===== src/rtl/axi_rd_arbiter.sv =====
// Two-requester round-robin arbiter in front of a single AXI read master.
// Latches the winner's burst command, forwards beats to the owner and flags beat-count mismatches.
module axi_rd_arbiter #(
    parameter int ADDR_WIDTH = 30,
    parameter int DATA_WIDTH = 64,
    parameter int LEN_WIDTH  = 8
) (
    input  logic                  clk,
    input  logic                  rst,
    input  logic                  rd_req0,
    input  logic                  rd_req1,
    input  logic [ADDR_WIDTH-1:0] rd_addr0,
    input  logic [ADDR_WIDTH-1:0] rd_addr1,
    input  logic [LEN_WIDTH-1:0]  rd_len0,
    input  logic [LEN_WIDTH-1:0]  rd_len1,
    output logic                  rd_grant0,
    output logic                  rd_grant1,
    output logic                  rd_vld0,
    output logic                  rd_vld1,
    output logic [DATA_WIDTH-1:0] rd_data_o,
    output logic                  rd_done0,
    output logic                  rd_done1,
    output logic                  len_err,
    output logic                  m_rd_start,
    output logic [ADDR_WIDTH-1:0] m_rd_addr,
    output logic [LEN_WIDTH-1:0]  m_rd_len,
    input  logic                  m_rd_ready,
    input  logic                  m_rd_done,
    input  logic                  m_axi_r_handshake,
    input  logic [DATA_WIDTH-1:0] m_rd_data
);

    typedef enum logic [2:0] {
        IDLE  = 3'd0,
        ARB   = 3'd1,
        START = 3'd2,
        WAIT  = 3'd3,
        DONE  = 3'd4
    } state_t;

    state_t             state;
    state_t             state_nxt;
    logic               last_grant;
    logic [LEN_WIDTH:0] beat_cnt;
    logic [LEN_WIDTH:0] beat_exp;
    logic               win0;
    logic               win1;
    logic               beat;

    // Requester 1 wins when alone, or when both ask and requester 0 was served last.
    assign win1 = rd_req1 & (~rd_req0 | ~last_grant);
    assign win0 = rd_req0 & ~win1;

    assign beat     = (state == WAIT) & m_axi_r_handshake;
    assign beat_exp = {1'b0, m_rd_len} + {{LEN_WIDTH{1'b0}}, 1'b1};

    always_comb begin
        state_nxt = state;
        case (state)
            IDLE:    if (rd_req0 | rd_req1) state_nxt = ARB;
            ARB:     state_nxt = (win0 | win1) ? START : IDLE;
            START:   if (m_rd_ready) state_nxt = WAIT;
            WAIT:    if (m_rd_done) state_nxt = DONE;
            DONE:    state_nxt = IDLE;
            default: state_nxt = IDLE;
        endcase
    end

    always_ff @(posedge clk or posedge rst) begin
        if (rst) begin
            state      <= IDLE;
            last_grant <= 1'b1;
            beat_cnt   <= '0;
            len_err    <= 1'b0;
            rd_grant0  <= 1'b0;
            rd_grant1  <= 1'b0;
            m_rd_addr  <= '0;
            m_rd_len   <= '0;
        end else begin
            state <= state_nxt;
            case (state)
                ARB: begin
                    if (win0 | win1) begin
                        rd_grant0  <= win0;
                        rd_grant1  <= win1;
                        last_grant <= win1;
                        m_rd_addr  <= win1 ? rd_addr1 : rd_addr0;
                        m_rd_len   <= win1 ? rd_len1 : rd_len0;
                    end
                end
                WAIT: begin
                    if (m_axi_r_handshake)
                        beat_cnt <= beat_cnt + {{LEN_WIDTH{1'b0}}, 1'b1};
                end
                DONE: begin
                    if (beat_cnt != beat_exp)
                        len_err <= 1'b1;
                    rd_grant0 <= 1'b0;
                    rd_grant1 <= 1'b0;
                    beat_cnt  <= '0;
                end
                default: ;
            endcase
        end
    end

    // Strobes are decoded from state so a reset instantly silences them.
    assign m_rd_start = (state == START) & m_rd_ready;
    assign rd_vld0    = beat & rd_grant0;
    assign rd_vld1    = beat & rd_grant1;
    assign rd_data_o  = (rd_vld0 | rd_vld1) ? m_rd_data : '0;
    assign rd_done0   = (state == DONE) & rd_grant0;
    assign rd_done1   = (state == DONE) & rd_grant1;

endmodule


===== config.mk =====
export PLATFORM = sky130hd
export DESIGN_NAME = axi_rd_arbiter
export DESIGN_NICKNAME = d
export VERILOG_FILES = /design/src/rtl/axi_rd_arbiter.sv
export SDC_FILE = /design/constraint.sdc
export NUM_CORES = 1
export LEC_CHECK = 0
export ABC_AREA = 1
export BUFFER_PORTS_ARGS = -buffer_cell sky130_fd_sc_hd__buf_4
export CORE_ASPECT_RATIO = 0.7
export CORE_MARGIN = 1
export CORE_UTILIZATION = 43
export DETAILED_ROUTE_END_ITERATION = 7
export PLACE_DENSITY = 0.81
export SETUP_SLACK_MARGIN = 0.5
export SKIP_LAST_GASP = 1
export SLEW_MARGIN = 20
export SYNTH_ARGS = -nofsm -noshare
export SYNTH_HDL_FRONTEND = slang
export SYNTH_SLANG_ARGS = --single-unit

===== constraint.sdc =====
create_clock -name clk -period 2.2 [get_ports clk]
set_input_delay 0.44 -clock clk [delete_from_list [all_inputs] [get_ports clk]]
set_output_delay 0.44 -clock clk [all_outputs]
set_load 0.02 [all_outputs]

==> metrics.md <==
| Metric | Value |
|---|---|
| Via density per instance | `4.91` |
| Pin count of the biggest net entering global routing | `45` |
| Num CTS Buffers | `5` |
| Met3 Resource Use GR | `0.0474` |
| Commonest non-fill, non-tap cell in the layout | `buf_4` |
| Largest family of logic cells by synthesized area | `simple AND/OR/NAND/NOR gates` |
| Post-synthesis mux area share | `0` |
| 1st-iter DRT viols | `183` |
| Antenna cell count | `0` |
| Routability cong. | `0.919` |
| Crit path kind | `reg -> out` |
| Leakage | `0.00343 uW` |
| Critical path depth | `8` |
| Tmin final | `2.25 ns` |
| Drt wl/cell | `15.9 um` |
| Synth Net Count | `664` |
| Vias | `4,445` |
| Adder-Cell Fraction of Synth Area | `0.00634` |
| H-tree depth | `2` |
| Status | `complete, but fails checks` |
| Layout cell share with drive strength beyond 1 | `0.493` |
| CP dominant cell by count | `nor2_8` |
| RSZ-0062 raised after global routing | `true` |
| Hold Buf Count CTS | `0` |
| Worst Path Buf+Inv | `3` |
| Routed WL | `14,400 um` |
| Synth-to-Final Area Change | `65.0%` |
| Slowest cell on the critical path | `dfrtp_2` |
| XOR/XNOR Fraction of Synth Area | `0.00444` |
| Relative slew slack | `0.646` |
| Remaining antenna violation count | `0` |
| Post-synthesis cell area | `3950 sq um` |
| Worst Path Arrival | `1.81 ns` |
| R2R depth | `10` |
| # rows | `28` |
| Synth Area in Simple Gates | `0.382` |
| Clock Skews | `0.00722 ns` |
| CTS Sinks | `54` |
| Cell Pwr Density | `1000 nW/um^2` |
| Syn_area_per_cell | `7.67 sq um` |
| Netlist cell types | `30` |
| Async SR Flop Fraction | `1.00` |
| Number of global-route vias before repair | `4,074` |
| Failing checks | `setup timing` |
| Die area | `9580 sq um` |
| Root Driver | `clkbuf_16` |
| CTS tree | `done` |
| Most frequent cells in the layout | `250 x buf_4, 89 x inv_1, 86 x nand2_1` |
| CP top delay family | `simple AND/OR/NAND/NOR gates` |
| Worst EP required | `1.76 ns` |
| Nets | `933` |
| Sequential area share after synthesis | `0.343` |
| 1st-pass router iterations | `5` |
| Synthesized instance count | `515` |
| Initial antenna violation count | `0` |
| Critical path capture point type | `primary output` |
| Final Cycle Share | `1.02` |
| Grt met1 use | `0.326` |
| Core ar. | `8690 sq um` |
| Die Wd | `117 um` |
| PortBufs | `256` |
| Final setup viols | `31` |
| Crit-path cells | `nand3_4, nor2_8, inv_6, nor2_8, nor2_8, buf_4, nor2_1, buf_4` |
| GRT Total Usage | `0.278` |
| Max incr delay on CP | `0.44 ns` |
| CTS Buffer Depth | `2` |
| Post-synth EDFFs | `0` |
| Reg clk slew, reported paths | `0.07 ns` |
| Global-route wire length before repair | `20,500 um` |
| GRT overflow | `0` |
| Fmax | `445 MHz` |
| Post-synthesis register bit count | `54` |
| Grt peak-use layer | `met2` |
| Ys flop type | `dfrtp_1` |
| Starting Density | `0.454` |
| Warnings from Yosys | `0` |
| CP max FO | `8` |
| Fill count | `648` |
| Critical path launch point type | `flip-flop` |
| MaxCap Viol Count | `0` |
| Hold Vio Cnt, Final | `0` |
| # DRC | `0` |
| Pre-CTS WS | `0.126 ns` |
| Setup ws final | `-0.0466 ns` |
| Fin util | `0.750` |
| GR Layer Usage met2 | `0.515` |
| Max IR drop VDD | `0.719 mV` |
| Final HPWL DP | `10,300 um` |
| Tightest Hold Check Type | `in -> async` |
| I/O Pins | `257` |
| Least-Margin Pin Slew | `0.529 ns` |
| Max-slew violations | `0` |
| Total power | `6520 uW` |
| Clock latency on the worst-skew pair | `0.29 ns` |
| Compound-gate portion of the synthesized area | `0.122` |
| WHS | `0.186 ns` |
| Die height | `82.2 um` |
## synth_stat cells, types with 2 or more instances
cell,n,area share
clkbuf_1,7,0.0067
nor2_4,60,0.17
or2_2,3,0.0048
dfrtp_1,53,0.34
buf_12,6,0.030
inv_2,2,0.0019
ha_1,2,0.0063
nand2_1,88,0.084
nor3_1,5,0.0063
a21oi_1,5,0.0063
inv_1,94,0.089
nor2_8,4,0.020
nor2_1,62,0.059
nand3b_1,2,0.0038
o22ai_1,7,0.011
buf_2,8,0.010
o21ai_1,27,0.034
o21ai_0,54,0.068
nand3_1,14,0.018
nor3_2,2,0.0051
## timing repair
action,CTS,global route
setup buffers,8,7
resized for setup,21,43
gates cloned,1,3
endpoints found under the setup margin,107,106
pin swaps,1,8
## flip-flops by register name, summed over array words and instances (netlist names)
| name | flops |
|---|---|
| last_grant | 1 |
| m_rd_addr | 30 |
| rd_grant0 | 1 |
| beat_cnt | 9 |
| rd_grant1 | 1 |
| len_err | 1 |
| m_rd_len | 8 |
| state | 3 |
## kinds of logic (layout without fill, tap and decap cells)
| kind of cell | after synthesis | after routing |
|---|---|---|
| xor+xnor | 2 | 2 |
| simple gates | 244 | 244 |
| flops | 54 | 54 |
| fa+ha+maj | 2 | 2 |
| compound gates | 94 | 94 |
| buf+inv | 119 | 389 |
## through the flow
stage               cell area, sq um  setup TNS [ns]  cells
floorplan                       3950               0    515
global placement                5950               0    878
detailed placement              5950               0    878
CTS                             6270          -0.261    895
global route                    6520           -5.12    905
finish                          6520          -0.761    905
## area by class of cell
type                    instances  area [sq um]  share of cell area
flip-flops and latches         54          1360               0.208
inverters                      97           393              0.0603
clock buffers                   6           139              0.0213
repair buffers                284          2360               0.363
multi-input cells             342          2100               0.322
clock inverters                 2          16.3             0.00250
well taps                     120           150              0.0230
## where the power goes
part / internal, uW / total (uW) / leakage [uW] / switching [uW]
sequential: 1440 / 1800 / 0.000669 / 361
combinational: 1620 / 3880 / 0.00269 / 2260
clock: 458 / 835 / 0.0000735 / 376
total: 3520 / 6520 / 0.00343 / 3000
## path summary, 6_finish.rpt
kind / start / end / slack [ns]
min in group clk: rd_addr1[22] / m_rd_addr[22]$_DFFE_PP0P_ / 0.40
setup / recovery: state[1]$_DFFE_PP0P_ / rd_data_o[1] / -0.05
hold reg to reg: m_rd_addr[27]$_DFFE_PP0P_ / m_rd_addr[27]$_DFFE_PP0P_ / 0.49
max in group asynchronous: rst / last_grant$_DFFE_PP1P_ / 1.40
hold / removal: rst / m_rd_addr[2]$_DFFE_PP0P_ / 0.19
setup reg to reg: state[2]$_DFFE_PP0P_ / beat_cnt[8]$_DFFE_PP0P_ / 0.58
## layer usage
| layer | routed length, um | vias up |
|---|---|---|
| li1 | - | 2113 |
| met3 | 856 | 32 |
| met4 | 402 | 0 |
| met5 | 0 | - |
| met1 | 5510 | 2129 |
| met2 | 7640 | 171 |
Note: power is estimated with default switching activity, not from simulation.
